[src/rtl/pisca_decoder_if.sv]
// Signal bundle between the LED chaser pattern source and the pisca_decoder.
// The slave side is the decoder. The master side drives samples and observes the classification.
interface pisca_decoder_if;
  logic [7:0] pattern_in;
  logic [2:0] pos;
  logic       valid;
  logic       dir;
  logic       frozen;
  logic       restart_evt;
  logic [7:0] lap_count;
  logic       error;
  logic       error_sticky;
  logic [7:0] SEG;

  modport master (
    output pattern_in,
    input  pos, valid, dir, frozen, restart_evt, lap_count, error, error_sticky, SEG
  );

  modport slave (
    input  pattern_in,
    output pos, valid, dir, frozen, restart_evt, lap_count, error, error_sticky, SEG
  );
endinterface

[src/rtl/pisca_decoder.sv]
// Classifies each LED chaser sample against the previous one (one-cycle latency).
// Reports position, direction, freeze, restarts, errors, completed laps and a 7-segment digit.
module pisca_decoder (
  input  logic           clk_2,
  input  logic           reset,
  pisca_decoder_if.slave bus
);

  typedef enum logic [1:0] {S_IDLE, S_RUN, S_GAP, S_ERR} state_t;

  state_t     r_state, w_state_nxt;
  logic [7:0] r_prev;
  logic [2:0] r_pos, w_pos_nxt;
  logic       r_valid, w_valid_nxt;
  logic       r_dir, w_dir_nxt;
  logic       r_frozen, w_frozen_nxt;
  logic       r_restart, w_restart_nxt;
  logic [7:0] r_lap, w_lap_nxt;
  logic       r_error, w_error_nxt;
  logic       r_sticky;
  logic [7:0] r_seg, w_seg_nxt;

  logic [7:0] w_c;
  logic [2:0] w_c_idx;
  logic       w_onehot, w_same, w_right, w_left, w_gap_ok, w_end_in;

  function automatic logic [2:0] f_index(input logic [7:0] v);
    f_index = 3'd0;
    for (int i = 0; i < 8; i++)
      if (v[i]) f_index = 3'(i);
  endfunction

  function automatic logic [6:0] f_digit(input logic [2:0] d);
    case (d)
      3'd0:    f_digit = 7'h3F;
      3'd1:    f_digit = 7'h06;
      3'd2:    f_digit = 7'h5B;
      3'd3:    f_digit = 7'h4F;
      3'd4:    f_digit = 7'h66;
      3'd5:    f_digit = 7'h6D;
      3'd6:    f_digit = 7'h7D;
      default: f_digit = 7'h07;
    endcase
  endfunction

  // The guards on the shifts stop 0x01>>1 and 0x80<<1 from matching an all-dark sample.
  assign w_c      = bus.pattern_in;
  assign w_c_idx  = f_index(w_c);
  assign w_onehot = (w_c != 8'h00) && ((w_c & (w_c - 8'd1)) == 8'h00);
  assign w_same   = (w_c == r_prev);
  assign w_right  = (r_prev != 8'h01) && (w_c == (r_prev >> 1));
  assign w_left   = (r_prev != 8'h80) && (w_c == (r_prev << 1));
  assign w_gap_ok = (w_c == 8'h00) && ((r_prev == 8'h01) || (r_prev == 8'h80));
  assign w_end_in = (w_c == 8'h80) || (w_c == 8'h01);

  // NOTE: registers use non-blocking assignments so every flop samples pre-edge values.
  always_ff @(posedge clk_2) begin
    if (reset) begin
      r_state   <= S_IDLE;
      r_prev    <= 8'h00;
      r_pos     <= 3'd0;
      r_valid   <= 1'b0;
      r_dir     <= 1'b0;
      r_frozen  <= 1'b0;
      r_restart <= 1'b0;
      r_lap     <= 8'h00;
      r_error   <= 1'b0;
      r_sticky  <= 1'b0;
      r_seg     <= 8'h40;
    end else begin
      r_state   <= w_state_nxt;
      r_prev    <= w_c;
      r_pos     <= w_pos_nxt;
      r_valid   <= w_valid_nxt;
      r_dir     <= w_dir_nxt;
      r_frozen  <= w_frozen_nxt;
      r_restart <= w_restart_nxt;
      r_lap     <= w_lap_nxt;
      r_error   <= w_error_nxt;
      r_sticky  <= r_sticky | w_error_nxt;
      r_seg     <= w_seg_nxt;
    end
  end

  // NOTE: every combinational output gets a default first, so no path can infer a latch.
  always_comb begin
    w_state_nxt = r_state;
    case (r_state)
      S_IDLE, S_ERR: begin
        if (w_onehot)             w_state_nxt = S_RUN;
        else if (w_c != 8'h00)    w_state_nxt = S_ERR;
      end
      S_RUN: begin
        if (w_same || w_right || w_left) w_state_nxt = S_RUN;
        else if (w_gap_ok)               w_state_nxt = S_GAP;
        else if (w_end_in)               w_state_nxt = S_RUN;
        else                             w_state_nxt = S_ERR;
      end
      S_GAP: begin
        if (w_end_in)             w_state_nxt = S_RUN;
        else if (w_c != 8'h00)    w_state_nxt = S_ERR;
      end
      default:                    w_state_nxt = S_IDLE;
    endcase
  end

  always_comb begin
    w_pos_nxt     = r_pos;
    w_valid_nxt   = 1'b0;
    w_dir_nxt     = r_dir;
    w_frozen_nxt  = 1'b0;
    w_restart_nxt = 1'b0;
    w_lap_nxt     = r_lap;
    w_error_nxt   = 1'b0;
    case (r_state)
      S_IDLE, S_ERR: begin
        if (w_onehot) begin
          w_valid_nxt = 1'b1;
          w_pos_nxt   = w_c_idx;
        end else if (w_c != 8'h00) begin
          w_error_nxt = 1'b1;
        end
      end
      S_RUN: begin
        if (w_same) begin
          w_valid_nxt  = 1'b1;
          w_frozen_nxt = 1'b1;
          w_pos_nxt    = w_c_idx;
        end else if (w_right || w_left) begin
          w_valid_nxt = 1'b1;
          w_pos_nxt   = w_c_idx;
          w_dir_nxt   = w_left;
        end else if (w_gap_ok) begin
          w_valid_nxt = 1'b0;
        end else if (w_end_in) begin
          w_valid_nxt   = 1'b1;
          w_pos_nxt     = w_c_idx;
          w_restart_nxt = 1'b1;
          w_dir_nxt     = (w_c == 8'h01);
        end else begin
          w_error_nxt = 1'b1;
        end
      end
      S_GAP: begin
        if (w_end_in) begin
          w_valid_nxt = 1'b1;
          w_pos_nxt   = w_c_idx;
          w_dir_nxt   = (w_c == 8'h01);
          w_lap_nxt   = r_lap + 8'd1;
        end else if (w_c != 8'h00) begin
          w_error_nxt = 1'b1;
        end
      end
      default: w_valid_nxt = 1'b0;
    endcase

    if (w_valid_nxt)                w_seg_nxt = {w_frozen_nxt, f_digit(w_pos_nxt)};
    else if (w_state_nxt == S_ERR)  w_seg_nxt = {w_frozen_nxt, 7'h79};
    else                            w_seg_nxt = {w_frozen_nxt, 7'h40};
  end

  assign bus.pos          = r_pos;
  assign bus.valid        = r_valid;
  assign bus.dir          = r_dir;
  assign bus.frozen       = r_frozen;
  assign bus.restart_evt  = r_restart;
  assign bus.lap_count    = r_lap;
  assign bus.error        = r_error;
  assign bus.error_sticky = r_sticky;
  assign bus.SEG          = r_seg;

endmodule

[src/flat_wrapper.sv]
// flat-port wrapper written by rule: the top's interface ports become plain ports
module pisca_decoder_flat 
  (clk_2, reset, bus_pattern_in, bus_pos, bus_valid, bus_dir, bus_frozen, bus_restart_evt, bus_lap_count, bus_error, bus_error_sticky, bus_SEG);
  pisca_decoder_if bus_i ();
  input  logic clk_2;
  input  logic reset;
  input wire logic [$bits(bus_i.pattern_in)-1:0] bus_pattern_in;
  output wire logic [$bits(bus_i.pos)-1:0] bus_pos;
  output wire logic [$bits(bus_i.valid)-1:0] bus_valid;
  output wire logic [$bits(bus_i.dir)-1:0] bus_dir;
  output wire logic [$bits(bus_i.frozen)-1:0] bus_frozen;
  output wire logic [$bits(bus_i.restart_evt)-1:0] bus_restart_evt;
  output wire logic [$bits(bus_i.lap_count)-1:0] bus_lap_count;
  output wire logic [$bits(bus_i.error)-1:0] bus_error;
  output wire logic [$bits(bus_i.error_sticky)-1:0] bus_error_sticky;
  output wire logic [$bits(bus_i.SEG)-1:0] bus_SEG;
  assign bus_i.pattern_in = bus_pattern_in;
  assign bus_pos = bus_i.pos;
  assign bus_valid = bus_i.valid;
  assign bus_dir = bus_i.dir;
  assign bus_frozen = bus_i.frozen;
  assign bus_restart_evt = bus_i.restart_evt;
  assign bus_lap_count = bus_i.lap_count;
  assign bus_error = bus_i.error;
  assign bus_error_sticky = bus_i.error_sticky;
  assign bus_SEG = bus_i.SEG;
  pisca_decoder u_core (.clk_2(clk_2), .reset(reset), .bus(bus_i));
endmodule
[config.mk]
export PLATFORM = sky130hd
export DESIGN_NAME = pisca_decoder_flat
export DESIGN_NICKNAME = d
export VERILOG_FILES = /design/src/rtl/pisca_decoder_if.sv /design/src/rtl/pisca_decoder.sv /design/src/flat_wrapper.sv
export SDC_FILE = /design/constraint.sdc
export NUM_CORES = 1
export LEC_CHECK = 0
export CORE_UTILIZATION = 56
export CTS_BUF_LIST = sky130_fd_sc_hd__clkbuf_8
export CTS_CLUSTER_DIAMETER = 200
export DETAILED_ROUTE_END_ITERATION = 6
export PLACE_DENSITY = 0.83
export SYNTH_ARGS = -nofsm -noshare
export SYNTH_HDL_FRONTEND = slang
export SYNTH_SLANG_ARGS = --single-unit
[constraint.sdc]
create_clock -name clk_2 -period 3.1 [get_ports clk_2]
set_input_delay 0.775 -clock clk_2 [delete_from_list [all_inputs] [get_ports clk_2]]
set_output_delay 0.775 -clock clk_2 [all_outputs]
set_load 0.01 [all_outputs]
==> impl_summary.md, run 1 <==
Detailed routing
In the routed layout, each cell is associated on average with a via count of 5.80. The count of unresolved DRC violations after routing is 0. The count of nets left with antenna violations once routing finished came out at 0.

The routed layout has 2145 vias. Before antenna repair, the detailed router went through 5 iterations. The post-detailed-route wirelength per cell is 16.2 um.

The total wire length is 6.01 mm. The number of DRC violations after detailed-routing iteration 0 is 178.

Cells and area
The footprint of the flip-flops and latches is 681 um2. The area growth from synthesis to layout is 38.5%. The final instance count without filler cells is 370. The number of antenna diodes in the final layout is 0.

The net count reported at finish is 334. The number of fill cells is 211. In the final layout, the share of cells above drive strength 1 is 0.273. In the final layout, the multi-input gates occupy 1450 um2. The design area is 3040 um2.

Place
OpenSTA, run right after detailed placement, puts the worst setup slack at -292 ps. The sum of net half-perimeters after detailed placement is 4.15 mm. The final weighted congestion in routability-driven placement is 0.886. The cell area after placement is 2820 um2. The count of port buffers added during placement is 34. The count of placed standard cells including taps is 359.

Pwr
The cell internal power dissipation is 1.09 mW. The share of total power dissipated in sequential elements is 0.308. In this run the static leakage power is 1.21 nW. The total power draw is 1.75 mW. Of the total power, the share spent switching nets is 0.378. The clock share of power is 0.188. The worst-case IR drop observed on VDD is 0.367 mV. Of the total power, combinational logic draws 0.504. The ratio of total power to cell area is 577 nW/um2. The switching power is 0.661 mW.

Worst setup path
The required time at the worst-slack endpoint is 3270 ps. The startpoint of the most critical register-to-register path is u_core.r_prev[3]$_SDFF_PP0_. The worst setup path is launched from an input pin. The critical path goes through clkdlybuf4s50_1 > buf_4 > xor2_1 > nor4_2 > nand3_2 > buf_4 > a311o_1 > o22a_2 > nor3_2 > o21ai_1. In this run the worst path has a maximum fanout of 4. The arrival time of data at the critical path endpoint is 3250 ps. The critical path is of the in -> reg type.

The start point of the critical path is bus_pattern_in[4]. The cell seen most often among critical-path stages is sky130_fd_sc_hd__buf_4. Among all stages on the critical path, the largest delay is contributed by sky130_fd_sc_hd__clkdlybuf4s50_1.

The worst setup path is captured at a flip-flop. The reg2reg setup slack is 610 ps. The endpoint of the worst-slack reg-to-reg timing path is u_core.bus.SEG[6]$_SDFF_PP1_. The depth of the worst register-to-register path is 8. The delay of the slowest critical-path stage is 450 ps.

STA
Setup violations remaining at the end of the flow were counted as 0. The measured slew at the worst slew-check pin is 447 ps. The worst slew slack as a fraction of its limit is 0.694. Across all setup checks in the final design, the least slack found is 14.0 ps. Between clock sinks in the finished design, the worst skew comes to 11.3 ps.

The final period demand of the worst path is 3090 ps. The maximum achievable frequency is 0.324 GHz. The fraction of the cycle the final worst path needs is 0.995. On the final layout, the worst hold slack is 459 ps.

The number of max-slew violations in the final report is 0. The final hold violation count came to 0.

Global routing
For this run, global-route usage on met3 was measured as 0.0669. The met1 capacity usage during global routing is 0.346. For met2 alone, demand over resource in global routing was 0.514.

Entering global routing, the biggest net connects 21 pins. The initial antenna violation count is 0. The first-pass GRT wire length is 9.11 mm. The residual overflow from global routing is 0. The aggregate global-route resource usage is 0.289. The most utilized layer in the global route result is met2. The via count of the first global-routing pass is 1934.

Clocking
The clock root buffer is sky130_fd_sc_hd__clkbuf_8. Counting along the longest clock path gives a buffer depth of 2. The TritonCTS buffer count is 5.

Clock-pin slew was measured on the worst setup and hold paths at 70 ps. The H-tree generated during clock tree synthesis spans 2 levels. The clock reaches the later pin of the worst-skew pair after 290 ps. Counting every sink on the clock net gives 34. TritonCTS built the clock tree.

Worst hold path
In this run the worst hold path is classified as reg -> reg. The worst hold path was traced through 2 stages. The worst hold path begins at u_core.bus.error_sticky$_SDFF_PP0_.

The end point of the worst hold path is u_core.bus.error_sticky$_SDFF_PP0_.

Synth
Counting instances in the post-synthesis netlist gives the leading cell types as sky130_fd_sc_hd__dfxtp_1 (34), sky130_fd_sc_hd__nor2_1 (23), sky130_fd_sc_hd__xor2_1 (21). The combinational family with the most area after synthesis is simple AND/OR/NAND/NOR gates. The compound-gate portion of the synthesized area is 0.186. Yosys mapped the design onto 64 distinct sky130hd cell types.

The number of nets in the synthesized netlist is 262. The number of synthesized register bits is 34. The cell taking the most area after synthesis is sky130_fd_sc_hd__dfxtp_1.

The mapped netlist covers 2190 um2. Yosys mapped a number of flops with a built-in enable equal to 0. Of the total synthesized cell area, the portion taken by full adders, half adders and majority gates is 0.0268.

Counting flops with an async set or reset pin after synthesis yields a share of 0. Measured against the total synthesized area, the mux share comes to 0.0205. Of the total synthesized cell area, the portion taken by AND, OR, NAND and NOR gates is 0.265. After technology mapping, the gate count stands at 249. For this run, the number of Yosys warnings is 0. In this run the mean area of a mapped cell was 8.80 um2. The cell with the most instances after synthesis is sky130_fd_sc_hd__dfxtp_1. Yosys attributes the largest share of cell area to sky130_fd_sc_hd__dfxtp_1 (31%), sky130_fd_sc_hd__xor2_1 (8.4%), sky130_fd_sc_hd__xnor2_1 (4.8%). The post-synthesis sequential area ratio is 0.311. The synthesized-area fraction occupied by xor and xnor cells is 0.132. Among all flip-flop cells after synthesis, the most frequent one is sky130_fd_sc_hd__dfxtp_1. Of the post-synthesis cell area, the dominant cell type holds 0.311.

Flow run
The count of max-cap constraint violations is 0.

Die
For this configuration, the core starts out at a cell density of 0.590. The floorplan step defined a die boundary enclosing 4170 um2. The core footprint is 3720 um2.

The height of the chip is 64.6 um. In this run the core area contains 22 standard-cell rows. For this design the top-level I/O count stands at 35. The die is 64.6 um wide.

Status
The run finished with clean final reports.
-- per-stage QoR --
step | setup TNS (ps) | utilization
after floorplan | 0 | -
after global placement | -1870 | 0.760
after detailed placement | -2430 | 0.760
after CTS | 0 | 0.786
after global routing | -145 | 0.817
final | 0 | 0.817
-- area by class of cell --
cell class | instances | share of cell area
Clock buffer | 6 | 0.0272
Clock inverter | 2 | 0.00288
Inverter | 12 | 0.0148
Multi-Input combinational cell | 189 | 0.477
Sequential cell | 34 | 0.224
Tap cell | 48 | 0.0198
Timing Repair Buffer | 79 | 0.234
-- critical path, delay by kind of cell --
| kind | cells | cell delay (ps) |
|---|---|---|
| AOI/OAI and AO/OA | 3 | 760 |
| xor gates and xnor gates | 1 | 160 |
| buffers and inverters | 3 | 810 |
| and+or+nand+nor | 3 | 730 |
-- power by group through the flow --
stage	clock network (mW)	logic, mW	registers (mW)
finish	0.330	0.882	0.539
global route	0.352	0.940	0.544
CTS	0.331	0.806	0.539
detailed placement	0	0.793	0.549
global placement	0	0.774	0.544
floorplan	0	0.509	0.558
-- worst max-delay path by stage --
stage | to | slack, ps | depth (start not counted)
finish | u_core.bus.SEG[6]$_SDFF_PP1_ | 10 | 10
global placement | u_core.bus.SEG[0]$_SDFF_PP0_ | -240 | 11
CTS | u_core.bus.SEG[0]$_SDFF_PP0_ | 4 | 11
global route | u_core.bus.SEG[3]$_SDFF_PP0_ | -80 | 11
detailed placement | u_core.bus.SEG[3]$_SDFF_PP0_ | -290 | 11
floorplan | u_core.bus.SEG[3]$_SDFF_PP0_ | 270 | 9
-- state kept, by name (all words and copies together), names as in the netlist --
| name | count |
|---|---|
| u_core.bus.valid | 1 |
| u_core.bus.SEG | 8 |
| u_core.bus.error | 1 |
| u_core.bus.pos | 3 |
| u_core.bus.dir | 1 |
| u_core.r_state | 2 |
| u_core.r_prev | 8 |
| u_core.bus.lap_count | 8 |
| u_core.bus.restart_evt | 1 |
| u_core.bus.error_sticky | 1 |
-- metal layers --
layer | wire, um | share of wire
met4 | 169 | 0.028
met3 | 342 | 0.057
met5 | 0 | 0
met1 | 2530 | 0.42
met2 | 2970 | 0.49
-- logic make-up (layout without fill, tap and decap cells) --
kind of cell | Yosys count | after routing
AOI/OAI and AO/OA | 50 | 50
muxes | 4 | 4
xor gates and xnor gates | 33 | 33
adders and majority gates | 5 | 5
and+or+nand+nor | 97 | 97
DFF | 34 | 34
buffers and inverters | 26 | 99
-- placed cells by master (no fill, tap or decap), types with 5 or more instances in the layout --
master / count
sky130_fd_sc_hd__clkdlybuf4s50_1: 27
sky130_fd_sc_hd__inv_1: 13
sky130_fd_sc_hd__xor2_1: 21
sky130_fd_sc_hd__a21oi_1: 13
sky130_fd_sc_hd__dlymetal6s2s_1: 7
sky130_fd_sc_hd__nand4_1: 7
sky130_fd_sc_hd__and3_1: 5
sky130_fd_sc_hd__clkbuf_8: 6
sky130_fd_sc_hd__buf_4: 39
sky130_fd_sc_hd__o21ai_0: 8
sky130_fd_sc_hd__nor2b_1: 11
sky130_fd_sc_hd__dfxtp_1: 34
sky130_fd_sc_hd__buf_6: 5
sky130_fd_sc_hd__nand2_1: 15
sky130_fd_sc_hd__nor2_1: 22
sky130_fd_sc_hd__nor3_1: 5
sky130_fd_sc_hd__xnor2_1: 10
-- timing repair --
item / 4_1_cts / 5_1_grt
resized for setup: 2 / 23
cloned: 0 / 1
buffers inserted: 0 / 2
hold buffers: 0 / 0
hold endpoints to repair: 0 / 0
pin swaps: 1 / 14
endpoints found under the setup margin: 2 / 9
(Power assumes the default switching activity.)
==> inputs of run 2 (changes only) <==
Settings changed: GPL_ROUTABILITY_DRIVEN set to 0.
==> results of run 2 <==
The final DEF is identical to that of run 1; final timing and power are the same.
